File: src/rtl/acc_ctrl_unit.sv
// -----------------------------------------------------------------------------
// acc_ctrl_unit
// Multicycle control sequencer for the 4-bit-opcode accumulator datapath.
// Owns the program counter, instruction register, Z/N flags and the
// data-memory request/acknowledge handshake. Every instruction passes through
// FETCH (latch IR) and EXEC (decode, drive strobes); memory instructions add a
// MEMW wait that lasts until mem_ack.
//
// Optional build macro: ACC_CTRL_CYCLE_CNT_EN adds a saturating 16-bit
// busy-cycle counter on output cycle_cnt.
//
// Ports:
//   CLK        clock, all state changes on the rising edge
//   reset      synchronous active-high reset
//   start      begin execution (accepted in IDLE or DONE only)
//   instr      instruction word read from ROM at pc: [8:5] opcode, [4:0] operand
//   zero_in    ALU result is zero (valid in EXEC)
//   neg_in     ALU result MSB (valid in EXEC)
//   mem_ack    data-memory completion pulse
//   pc         program counter
//   alu_op     opcode held in the IR
//   operand    IR[4:0]
//   acc_we     accumulator write strobe
//   reg_we     register-file write strobe
//   mem_req    data-memory request, held until acknowledged
//   mem_we     1 = store, 0 = load, valid with mem_req
//   flag_z     registered zero flag
//   flag_n     registered negative flag
//   busy       high in FETCH, EXEC, MEMW
//   done       high in DONE
//   cycle_cnt  busy-cycle counter (only with ACC_CTRL_CYCLE_CNT_EN)
// -----------------------------------------------------------------------------
module acc_ctrl_unit #(
  parameter int PC_W     = 8,
  parameter int START_PC = 0
) (
  input  logic            CLK,
  input  logic            reset,
  input  logic            start,
  input  logic [8:0]      instr,
  input  logic            zero_in,
  input  logic            neg_in,
  input  logic            mem_ack,
  output logic [PC_W-1:0] pc,
  output logic [3:0]      alu_op,
  output logic [4:0]      operand,
  output logic            acc_we,
  output logic            reg_we,
  output logic            mem_req,
  output logic            mem_we,
  output logic            flag_z,
  output logic            flag_n,
  output logic            busy,
  output logic            done
`ifdef ACC_CTRL_CYCLE_CNT_EN
  ,
  output logic [15:0]     cycle_cnt
`endif
);

  typedef enum logic [2:0] {
    IDLE  = 3'd0,
    FETCH = 3'd1,
    EXEC  = 3'd2,
    MEMW  = 3'd3,
    DONE  = 3'd4
  } stateT;

  typedef enum logic [3:0] {
    OP_ADD = 4'd0,
    OP_SUB = 4'd1,
    OP_AND = 4'd2,
    OP_XOR = 4'd3,
    OP_SHL = 4'd4,
    OP_SHR = 4'd5,
    OP_NOT = 4'd6,
    OP_LDI = 4'd7,
    OP_LDR = 4'd8,
    OP_STR = 4'd9,
    OP_MLD = 4'd10,
    OP_MST = 4'd11,
    OP_JMP = 4'd12,
    OP_BRN = 4'd13,
    OP_BRZ = 4'd14,
    OP_CLR = 4'd15
  } opT;

  localparam logic [PC_W-1:0] START_PC_V = PC_W'(START_PC);

  stateT           stateReg, stateNext;
  logic [PC_W-1:0] pcReg, pcNext;
  logic [8:0]      irReg;
  logic            irLoad;
  logic            flagZ, flagN, flagZNext, flagNNext;
  logic            startAccept;
  opT              opcode;
  logic [4:0]      irOperand;

  // Branch/jump offsets are two's-complement 5-bit values widened to PC_W.
  function automatic logic signed [PC_W-1:0] sextOperand(input logic signed [4:0] v);
    return {{(PC_W-5){v[4]}}, v};
  endfunction

  // PC arithmetic wraps modulo 2^PC_W; the signed offset folds in naturally.
  function automatic logic [PC_W-1:0] pcAdd(input logic [PC_W-1:0] base,
                                            input logic signed [PC_W-1:0] off);
    return base + off;
  endfunction

  assign opcode    = opT'(irReg[8:5]);
  assign irOperand = irReg[4:0];

  always_comb begin
    stateNext   = stateReg;
    pcNext      = pcReg;
    flagZNext   = flagZ;
    flagNNext   = flagN;
    irLoad      = 1'b0;
    acc_we      = 1'b0;
    reg_we      = 1'b0;
    mem_req     = 1'b0;
    mem_we      = 1'b0;
    startAccept = 1'b0;
    case (stateReg)
      IDLE, DONE: begin
        if (start) begin
          startAccept = 1'b1;
          pcNext      = START_PC_V;
          flagZNext   = 1'b0;
          flagNNext   = 1'b0;
          stateNext   = FETCH;
        end
      end
      FETCH: begin
        irLoad    = 1'b1;
        stateNext = EXEC;
      end
      EXEC: begin
        stateNext = FETCH;
        pcNext    = pcAdd(pcReg, PC_W'(1));
        case (opcode)
          OP_ADD, OP_SUB, OP_AND, OP_XOR, OP_SHL, OP_SHR, OP_NOT: begin
            acc_we    = 1'b1;
            flagZNext = zero_in;
            flagNNext = neg_in;
          end
          OP_LDI, OP_LDR: acc_we = 1'b1;
          OP_STR:         reg_we = 1'b1;
          OP_MLD, OP_MST: begin
            mem_req   = 1'b1;
            mem_we    = (opcode == OP_MST);
            pcNext    = pcReg;
            stateNext = MEMW;
          end
          OP_JMP: begin
            // A jump to itself is the halt idiom: park in DONE without refetching.
            if (irOperand == 5'd0) begin
              pcNext    = pcReg;
              stateNext = DONE;
            end else begin
              pcNext = pcAdd(pcReg, sextOperand(irOperand));
            end
          end
          OP_BRN: if (flagN) pcNext = pcAdd(pcReg, sextOperand(irOperand));
          OP_BRZ: if (flagZ) pcNext = pcAdd(pcReg, sextOperand(irOperand));
          OP_CLR: begin
            flagZNext = 1'b0;
            flagNNext = 1'b0;
          end
          default: ;
        endcase
      end
      MEMW: begin
        mem_req = 1'b1;
        mem_we  = (opcode == OP_MST);
        if (mem_ack) begin
          acc_we    = (opcode == OP_MLD);
          pcNext    = pcAdd(pcReg, PC_W'(1));
          stateNext = FETCH;
        end
      end
      default: stateNext = IDLE;
    endcase
  end

  always_ff @(posedge CLK) begin
    if (reset) begin
      stateReg <= IDLE;
      pcReg    <= START_PC_V;
      irReg    <= '0;
      flagZ    <= 1'b0;
      flagN    <= 1'b0;
    end else begin
      stateReg <= stateNext;
      pcReg    <= pcNext;
      flagZ    <= flagZNext;
      flagN    <= flagNNext;
      if (irLoad) irReg <= instr;
    end
  end

  assign pc      = pcReg;
  assign alu_op  = irReg[8:5];
  assign operand = irOperand;
  assign flag_z  = flagZ;
  assign flag_n  = flagN;
  assign busy    = (stateReg == FETCH) || (stateReg == EXEC) || (stateReg == MEMW);
  assign done    = (stateReg == DONE);

`ifdef ACC_CTRL_CYCLE_CNT_EN
  logic [15:0] cycCnt;

  always_ff @(posedge CLK) begin
    if (reset || startAccept) begin
      cycCnt <= '0;
    end else if (busy && (cycCnt != 16'hFFFF)) begin
      cycCnt <= cycCnt + 16'd1;
    end
  end

  assign cycle_cnt = cycCnt;
`else
  logic unusedStartAccept;
  assign unusedStartAccept = startAccept;
`endif

endmodule

File: config.mk
export PLATFORM = sky130hd
export DESIGN_NAME = acc_ctrl_unit
export DESIGN_NICKNAME = d
export VERILOG_FILES = /design/src/rtl/acc_ctrl_unit.sv
export SDC_FILE = /design/constraint.sdc
export NUM_CORES = 1
export LEC_CHECK = 0
export BUFFER_PORTS_ARGS = -buffer_cell sky130_fd_sc_hd__buf_2
export CORE_ASPECT_RATIO = 0.8
export CORE_UTILIZATION = 58
export CTS_CLUSTER_DIAMETER = 120
export DETAILED_ROUTE_END_ITERATION = 8
export GPL_TIMING_DRIVEN = 0
export PLACE_DENSITY_LB_ADDON = 0.12
export REMOVE_ABC_BUFFERS = 1
export SYNTH_ARGS = -nofsm -noshare
export SYNTH_HDL_FRONTEND = slang
export SYNTH_SLANG_ARGS = --single-unit
export TNS_END_PERCENT = 100
File: constraint.sdc
create_clock -name CLK -period 3.35 [get_ports CLK]
set_input_delay 0.5025 -clock CLK [delete_from_list [all_inputs] [get_ports CLK]]
set_output_delay 0.5025 -clock CLK [all_outputs]
set_load 0.02 [all_outputs]
==> results of run 1 <==
-- metal layers --
layer | wire, µm | part of all wire [%]
met5 | 0 | 0
met3 | 183 | 4.6
met1 | 1920 | 48
met4 | 47 | 1.2
met2 | 1820 | 46
-- critical path, cell delays in order, from the launching register on --
cell	delay (ns)
dfxtp_1	0.56
inv_1	0.15
or2_2	0.37
o32a_1	0.34
nor2_1	0.09
buf_2	0.19
-- state kept, by name, summed over array words and instances, names as in the netlist --
register  count
flag_z        1
pc            8
stateReg      3
flag_n        1
irReg         9
-- Yosys cell counts (all sizes together) (2+ instances only) --
cell type and count:
nor2 23, dfxtp 22, a21oi 14, buf 11
nand2 10, nand3 10, o21ai 9, ha 8
mux2i 8, a211oi 6, inv 6, nand4 6
nor3 6, nand2b 5, nor2b 5, nor4 5
xnor2 4, a21o 3, and3 3, nor3b 3
o211ai 3, or2 3, a2111oi 2, a31o 2
a31oi 2, and2 2, o311ai 2
-- area by class of cell --
cell class	count	share of cell area, %
tap	38	2.44
multi-input combinational	159	61.6
clock buffer	3	2.12
sequential	22	22.6
timing repair buffer	39	10.0
inverter	6	1.16
-- where the power goes --
| group | switching, mW | total [mW] | internal (mW) |
|---|---|---|---|
| Sequential | 0.0191 | 0.289 | 0.270 |
| Clock | 0.0825 | 0.163 | 0.0803 |
| Combinational | 0.0761 | 0.129 | 0.0524 |
-- logic make-up after synthesis --
family / after synthesis / synth area share, %
multiplexers: 8 / 4.56
buffers and inverters: 18 / 6.84
flip-flops: 22 / 25.1
AO/OA/AOI/OAI: 54 / 27.2
AND/OR/NAND/NOR: 84 / 27.5
XOR/XNOR: 4 / 2.00
adder cells (fa/ha/maj): 9 / 6.84
-- metrics by stage --
| step | total power, mW | instances | utilization (%) |
|---|---|---|---|
| 2_1_floorplan | 0.381 | 187 | - |
| 3_3_place_gp | 0.416 | 264 | 67.7 |
| 3_5_place_dp | 0.422 | 264 | 67.9 |
| 4_1_cts | 0.584 | 267 | 69.3 |
| 5_1_grt | 0.607 | 267 | 69.3 |
| 6_report | 0.580 | 267 | 69.3 |
-- final timing paths --
check            from  endpoint  slack, ns
max          irReg[6]    acc_we       0.88
min          instr[6]  irReg[6]       0.48
max reg2reg     pc[0]     pc[4]       1.16
min reg2reg    flag_z    flag_z       0.49
==> results_dict.tcl, run 1 <==
set metrics [dict create \
    status "finished clean" \
    cts.path.max_buffers 2 \
    totalWireLength_mm 3.97 \
    power.leakage_nw 0.790 \
    final_area_um2 1950 \
    initial_core_util_pct 62.5 \
    slew_violations 0 \
    start_kind "flip-flop" \
    fin_skew_ns 0.00288 \
    netlist_instances 199 \
    syn2layout_area_growth_pct 10.9 \
    max_slew_margin_pct 32.1 \
    r2r_cells 7 \
    layout.area.seq_um2 440 \
    cp_max_fo 9 \
    synth.area.top_cells "dfxtp_1, ha_1, nor2_1" \
    drtIter0Drc 130 \
    rsz0062_at_grt "no" \
    die_area_um2 3250 \
    layout_commonest_cell "buf_2" \
    tightest_slew_ns 1.02 \
    hold_path_class "primary input to flip-flop" \
    fin_tns_setup_ns 0 \
    finalSetupViolCount 0 \
    ys_ff_latch 22 \
    synth.cell_area_um2 1760 \
    seq_area_frac_synth_pct 25.1 \
    clk_latency_ns 0.26 \
    cts_max_level 1 \
    cts_tree "done" \
    final_cell_mix "buf_2, nor2_1, dfxtp_1, a21oi_1" \
    use_met1_pct 35.1 \
    row_count 17 \
    grt_use_met3_pct 5.36 \
    grtUsageTotal_pct 26.5 \
    cts_root_buf "clkbuf_8" \
    clock.fmax_mhz 405 \
    cap_violations 0 \
    grt_overflow 0 \
    cp-end-kind "output port" \
    die_x_um 63.5 \
    synth_edf_count 0 \
    ant_nets 0 \
    numPortBuffers 39 \
    final-hold-violation-count 0 \
    p_per_area_nw_per_um2 298 \
    grtUsageMet2_pct 43.1 \
    vias_per_cell 6.02 \
    grt_pass1_vias 1486 \
    hold_depth 3 \
    chipHeight_um 51.2 \
    finalWeightedCongestion 0.796 \
    cp.arrival_ns 1.96 \
    num_vias 1607 \
    path_class "flip-flop to output port" \
    setup_ws_ns 0.884 \
    drt_pass1_iterations 4 \
    grt_max_degree 28 \
    place_ws_ns 1.22 \
    layout-drive-gt1-share_pct 30.1 \
    postSynthAreaPerCell_um2 8.82 \
    synth.distinct_cells 59 \
    final.min_clock_period_ns 2.47 \
    hpwl_mm 3.04 \
    clock-sinks 22 \
    synth_warnings 0 \
    clk_pin_slew_ns 0.07 \
    layout.nets 255 \
    synth-main-ff-cell "dfxtp_1" \
    synth_top_area_share_pct 25.1 \
    hold_buffers 0 \
    synthArstFlopShare_pct 0 \
    ir_drop_uv 254 \
    ios 40 \
    whs_ns 0.477 \
    fin_crit_sh_pct 73.6 \
    postCtsSetupBuffers 0 \
    post_drt_wl_per_cell_um 14.9 \
    postPlaceCellArea_um2 1910 \
    numCtsBuffers 3 \
    core_um2 2810 \
    globalRoute.busiestLayer "met2" \
    synth_largest_area_cell "dfxtp_1" \
    drcViolationCount 0 \
    antenna_cells 0 \
    fillerInstances 223 \
    multiInputGateArea_um2 1200 \
    cts_resized 0 \
    antenna_found_initial 0 \
    cp.required_ns 2.85 \
    grt_pass1_wl_mm 6.76 \
]
Note: power is estimated with default switching activity, not from simulation.
==> run 2: changes to the inputs <==
--- a/config.mk
+++ b/config.mk
@@ -5,9 +5,10 @@
 export SDC_FILE = /design/constraint.sdc
 export NUM_CORES = 1
 export LEC_CHECK = 0
+export ABC_AREA = 1
 export BUFFER_PORTS_ARGS = -buffer_cell sky130_fd_sc_hd__buf_2
 export CORE_ASPECT_RATIO = 0.8
-export CORE_UTILIZATION = 58
+export CORE_UTILIZATION = 54
 export CTS_CLUSTER_DIAMETER = 120
 export DETAILED_ROUTE_END_ITERATION = 8
 export GPL_TIMING_DRIVEN = 0
==> constraint.sdc (replaced) <==
create_clock -name CLK -period 2.5 [get_ports CLK]
set_input_delay 0.375 -clock CLK [delete_from_list [all_inputs] [get_ports CLK]]
set_output_delay 0.375 -clock CLK [all_outputs]
set_load 0.02 [all_outputs]
==> results_dict.tcl, run 2 <==
set metrics [dict create \
    largest_reg_flops 9 \
    final-hold-violation-count 0 \
    cts_tree "done" \
    cap_violations 0 \
    r2r_slack_ns 0.60 \
    hold_path_class "primary input to flip-flop" \
    registers.top_by_ff_count "irReg" \
    core_um2 2870 \
    ys_ff_latch 22 \
    totalWireLength_mm 4.29 \
    layout.nets 341 \
    syn2layout_area_growth_pct 15.4 \
    final_cell_mix "nand2_1, inv_1, buf_2, nor2_1" \
    whs_ns 0.360 \
    hold_depth 3 \
    drt_pass1_iterations 5 \
    cts.path.max_buffers 2 \
    hp-start "instr[1]" \
    power_mw 1.29 \
    r2r_start "pc[0]" \
    netlist_instances 276 \
    ios 40 \
    numPortBuffers 39 \
    rsz0062_at_grt "no" \
    postPlaceCellArea_um2 1910 \
    synth.most_common_cell "nand2_1" \
    place_ws_ns 0.616 \
    synth.cell_area_um2 1690 \
    cts_resized 0 \
    grt_overflow 0 \
    die_area_um2 3350 \
    final.min_clock_period_ns 1.98 \
    synthArstFlopShare_pct 0 \
    clock-sinks 22 \
    grtUsageTotal_pct 28.2 \
    max_slew_margin_pct 63.2 \
    synth.area.top_cells "dfxtp_1, nand2_1, inv_1" \
    ant_nets 0 \
    cp-end-kind "output port" \
    grt_pass1_vias 1602 \
    status "finished clean" \
    grt_pass1_wl_mm 7.29 \
    synth_largest_area_cell "dfxtp_1" \
    post_drt_wl_per_cell_um 12.1 \
    fin_crit_sh_pct 79.1 \
    drtIter0Drc 259 \
    clk_latency_ns 0.26 \
    drcViolationCount 0 \
    synth.distinct_cells 31 \
    grt_max_degree 18 \
    row_count 17 \
    cp.arrival_ns 1.60 \
    r2r_cells 9 \
    chipHeight_um 52.0 \
    ir_drop_uv 382 \
    synth_edf_count 0 \
    cp_max_fo 11 \
    antenna_found_initial 0 \
    place_inst 350 \
    clock.fmax_mhz 505 \
    numCtsBuffers 3 \
    die_x_um 64.5 \
    num_vias 1856 \
    worstHoldEndpoint "irReg[1]" \
    cts_max_level 1 \
    postSynthAreaPerCell_um2 6.11 \
    antenna_cells 0 \
    clk_pin_slew_ns 0.08 \
    p_per_area_nw_per_um2 660 \
    layout-drive-gt1-share_pct 17.1 \
    synth-main-ff-cell "dfxtp_1" \
    synth_top_area_share_pct 26.1 \
    layout_commonest_cell "nand2_1" \
    tightest_slew_ns 0.548 \
    slew_violations 0 \
    hold_buffers 0 \
    cts_root_buf "clkbuf_8" \
    postCtsSetupBuffers 0 \
    synth_warnings 0 \
    seq_area_frac_synth_pct 26.1 \
    finalSetupViolCount 0 \
    finalWeightedCongestion 0.877 \
    synthTopCellsByCount "nand2_1, inv_1, nor2_1" \
    hpwl_mm 3.37 \
    path_class "flip-flop to output port" \
    power.leakage_nw 1.07 \
    fin_tns_setup_ns 0 \
    cp.required_ns 2.12 \
    reg2reg_to "pc[4]" \
    initial_core_util_pct 58.7 \
    final_cells 353 \
    final_area_um2 1950 \
    start_kind "flip-flop" \
    final_util_pct 67.8 \
    fillerInstances 305 \
    vias_per_cell 5.26 \
    fin_skew_ns 0.00334 \
    setup_ws_ns 0.521 \
]
[run 2: cells by family (layout without fill, tap and decap cells)]
family / after synthesis / after routing / share of synthesized area, %
compound gates: 53 / 53 / 17.0
simple gates: 138 / 138 / 36.4
flops: 22 / 22 / 26.1
buf+inv: 52 / 91 / 12.4
fa+ha+maj: 9 / 9 / 7.12
xor+xnor: 2 / 2 / 1.04
[run 2: area by class of cell]
| type | count | area, µm² | area share (%) |
|---|---|---|---|
| Clock buffer | 3 | 41.3 | 2.12 |
| Inverter | 49 | 185 | 9.51 |
| Multi-Input combinational cell | 202 | 1040 | 53.3 |
| Sequential cell | 22 | 440 | 22.6 |
| Tap cell | 38 | 47.5 | 2.44 |
| Timing Repair Buffer | 39 | 195 | 10.0 |
[run 2: critical path, cell delays in order, from the launching register on]
cell and delay (ns):
dfxtp_1 0.37, inv_2 0.10, nand3_2 0.24, nor2_1 0.30, inv_1 0.07, nand2_1 0.08, buf_2 0.17
[run 2: worst max path at each step]
stage / start / end / slack (ns) / cells after the start
2_1_floorplan: pc[0] / pc[4] / 0.71 / 9
3_3_place_gp: pc[0] / pc[4] / 0.63 / 9
3_5_place_dp: pc[0] / pc[4] / 0.62 / 9
4_1_cts: stateReg[2] / mem_req / 0.53 / 6
5_1_grt: stateReg[2] / mem_req / 0.35 / 6
6_report: stateReg[2] / mem_req / 0.52 / 6
[run 2: metal layers]
layer | part of all wire, % | track usage (%)
met1 | 50 | 41.6
met4 | 0.40 | 5.56
met3 | 8.4 | 4.39
met2 | 41 | 43.0
met5 | 0 | 0
[run 2: power breakdown]
part | internal [mW] | total, mW | switching, mW
clock | 0.107 | 0.218 | 0.110
sequential | 0.410 | 0.495 | 0.0848
combinational | 0.202 | 0.573 | 0.370
total | 0.720 | 1.29 | 0.566
